[src/rtl/mem_access_pkg.sv]
// mem_access_pkg: shared widths, mem_op encodings and op decode helpers for the MEM stage.
package mem_access_pkg;
  localparam int Reglen = 32;
  localparam int RegAddrlen = 5;
  typedef enum logic [3:0] {
    MEM_NOP = 4'd0,
    MEM_LB  = 4'd1,
    MEM_LH  = 4'd2,
    MEM_LW  = 4'd3,
    MEM_LBU = 4'd4,
    MEM_LHU = 4'd5,
    MEM_SB  = 4'd6,
    MEM_SH  = 4'd7,
    MEM_SW  = 4'd8
  } mem_op_e;
  function automatic logic is_load(input logic [3:0] op);
    return op >= MEM_LB && op <= MEM_LHU;
  endfunction
  function automatic logic is_store(input logic [3:0] op);
    return op >= MEM_SB && op <= MEM_SW;
  endfunction
  function automatic logic [2:0] op_bytes(input logic [3:0] op);
    return (op == MEM_LB || op == MEM_LBU || op == MEM_SB) ? 3'd1 :
           (op == MEM_LH || op == MEM_LHU || op == MEM_SH) ? 3'd2 : 3'd4;
  endfunction
endpackage

[src/rtl/mem_access_load_ext.sv]
// load_ext: sign/zero extends the assembled load bytes according to mem_op.
module load_ext
  import mem_access_pkg::*;
(
  input  logic [Reglen-1:0] data,
  input  logic [3:0]        op,
  output logic [Reglen-1:0] ext
);
  always_comb
    ext = op == MEM_LB  ? {{24{data[7]}}, data[7:0]} :
          op == MEM_LH  ? {{16{data[15]}}, data[15:0]} :
          op == MEM_LBU ? {24'b0, data[7:0]} :
          op == MEM_LHU ? {16'b0, data[15:0]} : data;
endmodule

[src/rtl/mem_access.sv]
// mem_access: RV32I MEM stage running loads/stores as byte-serial transfers on an 8-bit port.
// Optional MISALIGN_CHECK_EN traps misaligned halfword/word accesses and adds mem_misalign.
module mem_access
  import mem_access_pkg::*;
(
  input  logic                  clk,
  input  logic                  rst,
  input  logic                  rdy,
  input  logic [Reglen-1:0]     ex_rd_data,
  input  logic [RegAddrlen-1:0] ex_rd_addr,
  input  logic                  ex_rd_enable,
  input  logic [3:0]            ex_mem_op,
  input  logic [Reglen-1:0]     ex_mem_addr,
  input  logic [Reglen-1:0]     ex_mem_wdata,
  output logic                  mc_req,
  output logic                  mc_we,
  output logic [Reglen-1:0]     mc_addr,
  output logic [7:0]            mc_wdata,
  input  logic [7:0]            mc_rdata,
  input  logic                  mc_ack,
  output logic [Reglen-1:0]     mem_rd_data,
  output logic [RegAddrlen-1:0] mem_rd_addr,
  output logic                  mem_rd_enable,
  output logic                  mem_stall_req
`ifdef MISALIGN_CHECK_EN
  , output logic                mem_misalign
`endif
);
  typedef enum logic [1:0] {IDLE, ACCESS, DONE} state_e;
  state_e            state_q, state_d;
  logic [1:0]        k_q, k_d;
  logic [2:0]        n_q, n_d;
  logic [Reglen-1:0] buf_q, buf_d;
  logic [Reglen-1:0] ext;
  logic ld, st, mis, idle, access, done;
  assign ld = is_load(ex_mem_op);
  assign st = is_store(ex_mem_op);
  assign idle = state_q == IDLE;
  assign access = state_q == ACCESS;
  assign done = state_q == DONE;
`ifdef MISALIGN_CHECK_EN
  assign mis = ((ex_mem_op == MEM_LH || ex_mem_op == MEM_LHU || ex_mem_op == MEM_SH) && ex_mem_addr[0]) ||
               ((ex_mem_op == MEM_LW || ex_mem_op == MEM_SW) && |ex_mem_addr[1:0]);
  assign mem_misalign = !rst && done && mis;
`else
  assign mis = 1'b0;
`endif
  load_ext u_load_ext (.data(buf_q), .op(ex_mem_op), .ext(ext));
  always_comb begin
    state_d = state_q;
    k_d = k_q;
    n_d = n_q;
    buf_d = buf_q;
    case (state_q)
      IDLE: if (ld || st) begin
        state_d = mis ? DONE : ACCESS;
        k_d = 2'd0;
        n_d = op_bytes(ex_mem_op);
        buf_d = '0;
      end
      ACCESS: if (mc_ack) begin
        if (ld) buf_d[{k_q, 3'b000} +: 8] = mc_rdata;
        k_d = k_q + 2'd1;
        if ({1'b0, k_q} == n_q - 3'd1) state_d = DONE;
      end
      default: state_d = IDLE;
    endcase
  end
  always_ff @(posedge clk)
    if (rst) begin
      state_q <= IDLE;
      k_q <= 2'd0;
      n_q <= 3'd1;
      buf_q <= '0;
    end else if (rdy) begin
      state_q <= state_d;
      k_q <= k_d;
      n_q <= n_d;
      buf_q <= buf_d;
    end
  // Every output is forced to its reset value while rst is high, even combinational paths.
  always_comb begin
    mem_stall_req = !rst && ((idle && (ld || st)) || access);
    mc_req = !rst && access;
    mc_we = !rst && access && st;
    mc_addr = (!rst && access) ? ex_mem_addr + {30'b0, k_q} : '0;
    mc_wdata = (!rst && access && st) ? ex_mem_wdata[{k_q, 3'b000} +: 8] : 8'h00;
    mem_rd_data = rst ? '0 : (done && ld) ? ext : ex_rd_data;
    mem_rd_addr = rst ? '0 : ex_rd_addr;
    mem_rd_enable = !rst && ex_rd_enable && !mem_stall_req && !(done && mis);
  end
endmodule
[config.mk]
export PLATFORM = sky130hd
export DESIGN_NAME = mem_access
export DESIGN_NICKNAME = d
export VERILOG_FILES = /design/src/rtl/mem_access_pkg.sv /design/src/rtl/mem_access_load_ext.sv /design/src/rtl/mem_access.sv
export SDC_FILE = /design/constraint.sdc
export NUM_CORES = 1
export LEC_CHECK = 0
export CAP_MARGIN = 20
export CORE_MARGIN = 1.5
export CORE_UTILIZATION = 40
export DETAILED_ROUTE_END_ITERATION = 10
export PLACE_DENSITY = 0.81
export SYNTH_ARGS = -nofsm -noshare
export SYNTH_HDL_FRONTEND = slang
export SYNTH_SLANG_ARGS = --single-unit
[constraint.sdc]
create_clock -name clk -period 4.05 [get_ports clk]
set_clock_uncertainty 0.2 [all_clocks]
set_input_delay 0.81 -clock clk [delete_from_list [all_inputs] [get_ports clk]]
set_output_delay 0.81 -clock clk [all_outputs]
set_load 0.1 [all_outputs]
==> results_dict.tcl <==
set metrics [dict create \
    cellPowerDensity_nw_per_um2 211 \
    worstHoldPathType "register to register" \
    fillCellCount 554 \
    synth_cell_types 50 \
    rows 35 \
    final_cell_mix "clkdlybuf4s50_1, buf_12, nand2_1" \
    clkLatencyLatePin_ns 0.30 \
    grt_pass1_vias 4639 \
    pre_cts_slack_ns -0.281 \
    synth.cell_area_um2 3820 \
    regArea_um2 781 \
    final_common_cell "clkdlybuf4s50_1" \
    grt_overflow 0 \
    num_vias 4758 \
    synth_seq_cells 39 \
    drt_iter0_drc 251 \
    final_antenna_net_count 0 \
    p_leak_nw 2.76 \
    synth.avg_cell_area_um2 7.65 \
    synth_sequential_area_ratio_pct 20.5 \
    grt_use_total_pct 27.9 \
    antenna_found_initial 1 \
    cts_tree "yes" \
    route.detailed.vias_per_inst 5.62 \
    cp-start-kind "primary input" \
    h-tree-depth 2 \
    synthFlopType "dfxtp_1" \
    cp.arrival_ns 2.98 \
    hold_viol 0 \
    fin_crit_sh_pct 98.6 \
    dp_hpwl_um 11500 \
    synthCells 499 \
    required_ns 3.04 \
    synth_warnings 0 \
    fin_tns_setup_ns 0 \
    cp-end-kind "output port" \
    initial_core_util_pct 41.3 \
    wire_per_inst_um 17.4 \
    worstSetupPathType "primary input to output port" \
    die_x_um 101 \
    nets 841 \
    clock-sinks 39 \
    worst_slack_ns 0.0551 \
    portBuffers 198 \
    syn_nets 625 \
    syn2layout_area_growth_pct 96.5 \
    grt_max_degree 70 \
    finalSetupViolations 0 \
    hold_depth 2 \
    fmax_ghz 0.250 \
    slew_headroom_pct 50.4 \
    period_minus_slack_ns 3.99 \
    worst_pin_slew_ns 0.743 \
    status "finished, final reports clean" \
    clockRootBuffer "clkbuf_8" \
    place_congestion 0.872 \
    dr.pass1.iters 8 \
    die_h_um 101 \
    synth_edf_count 0 \
    grt_pass1_wl_um 22700 \
    die_area_um2 10100 \
    io_pins 199 \
    cap_violations 0 \
    reg2reg_depth 7 \
    wl_um 14700 \
    drive_above_1_share_pct 30.2 \
    peakVddDrop_mv 0.172 \
    cts.clk_slew.worst_paths_ns 0.09 \
    drc 0 \
    async_reset_ff_share_pct 0 \
    path_max_fanout 8 \
    cts_buffers 5 \
    slew_viol_final 0 \
    multi_input_area_um2 3270 \
    clockBufferDepth 2 \
    core_area_um2 9240 \
]
cell families after synthesis:
logic type / after synthesis / share of synthesized area [%]
compound gates: 107 / 19.3
xor+xnor: 14 / 3.21
fa+ha+maj: 8 / 2.82
buf+inv: 55 / 5.67
flops: 39 / 20.5
mux: 49 / 15.5
simple gates: 227 / 33.0
repair_timing:
item,4_1_cts,5_1_grt
endpoints found under the setup margin,18,31
setup buffers,1,1
gates resized for setup,23,6
pin swaps,17,3
hold buffers,0,0
where the power goes:
part | internal, mW | switching, mW
clock | 0.203 | 0.158
sequential | 0.389 | 0.00778
combinational | 0.341 | 0.486
total | 0.933 | 0.651
final cells by class:
| class | count | share of cell area [%] |
|---|---|---|
| multi-input combinational | 405 | 43.6 |
| timing repair buffer | 246 | 41.3 |
| sequential | 39 | 10.4 |
| tap | 129 | 2.15 |
| clock buffer | 6 | 1.10 |
| inverter | 18 | 0.901 |
| clock inverter | 2 | 0.517 |
| antenna | 1 | 0.0334 |
worst paths after layout:
check	slack [ns]	endpoint	from
worst min register to register	0.27	n_q[1]	n_q[1]
worst max register to register	1.32	buf_q[29]	k_q[0]
worst max-delay path	0.06	mc_addr[30]	ex_mem_addr[0]
worst min-delay path	0.27	n_q[1]	n_q[1]
sequential cells by signal, summed over array words and instances (netlist names):
register / flops
buf_q: 32
n_q: 3
k_q: 2
state_q: 2
critical path, cell delays in order:
cell and delay (ns):
dlygate4sd2_1 0.24, ha_4 0.16, fa_2 0.20, nand2_1 0.07, or4_4 0.59, buf_4 0.18
o311ai_2 0.30, buf_4 0.18, o41ai_4 0.07, buf_12 0.17
per-layer routing:
metal / GRT usage, % / wire length (um)
met3: 6.24 / 1270
met1: 32.8 / 5880
met2: 50.4 / 7280
met5: 0 / 0
met4: 8.45 / 323
synthesized netlist by cell type (4+ instances only):
master | count | area (um2)
nand2b_1 | 36 | 225
mux2i_1 | 41 | 410
and4_1 | 5 | 43.8
and3_1 | 12 | 75.1
o2bb2ai_1 | 17 | 149
o31ai_1 | 10 | 75.1
or3_1 | 9 | 56.3
xnor2_1 | 6 | 52.6
mux4_2 | 8 | 180
buf_1 | 5 | 18.8
nor2_1 | 23 | 86.3
and2_1 | 6 | 37.5
nor2b_1 | 18 | 113
a221oi_1 | 8 | 70.1
nor3_1 | 4 | 20.0
o21ai_0 | 10 | 50.1
nand3_1 | 13 | 65.1
clkbuf_1 | 24 | 90.1
buf_2 | 8 | 40.0
or4_1 | 11 | 82.6
nand2_1 | 60 | 225
a21oi_1 | 43 | 215
ha_1 | 7 | 87.6
nand4_1 | 10 | 62.6
inv_1 | 18 | 67.6
xor2_1 | 8 | 70.1
dfxtp_1 | 39 | 781
per-stage QoR:
step | cells | utilization, % | power (mW) | cell area (um2) | hold WS (ns)
2_1_floorplan | 499 | - | 0.881 | 4180 | 0.234
3_3_place_gp | 835 | 78.6 | 1.22 | 7270 | 0.242
6_report | 846 | 81.2 | 1.58 | 7500 | 0.274
3_5_place_dp | 835 | 78.6 | 1.23 | 7270 | 0.268
4_1_cts | 844 | 80.7 | 1.58 | 7460 | 0.282
5_1_grt | 846 | 81.2 | 1.63 | 7500 | 0.302
(Power assumes the default switching activity.)
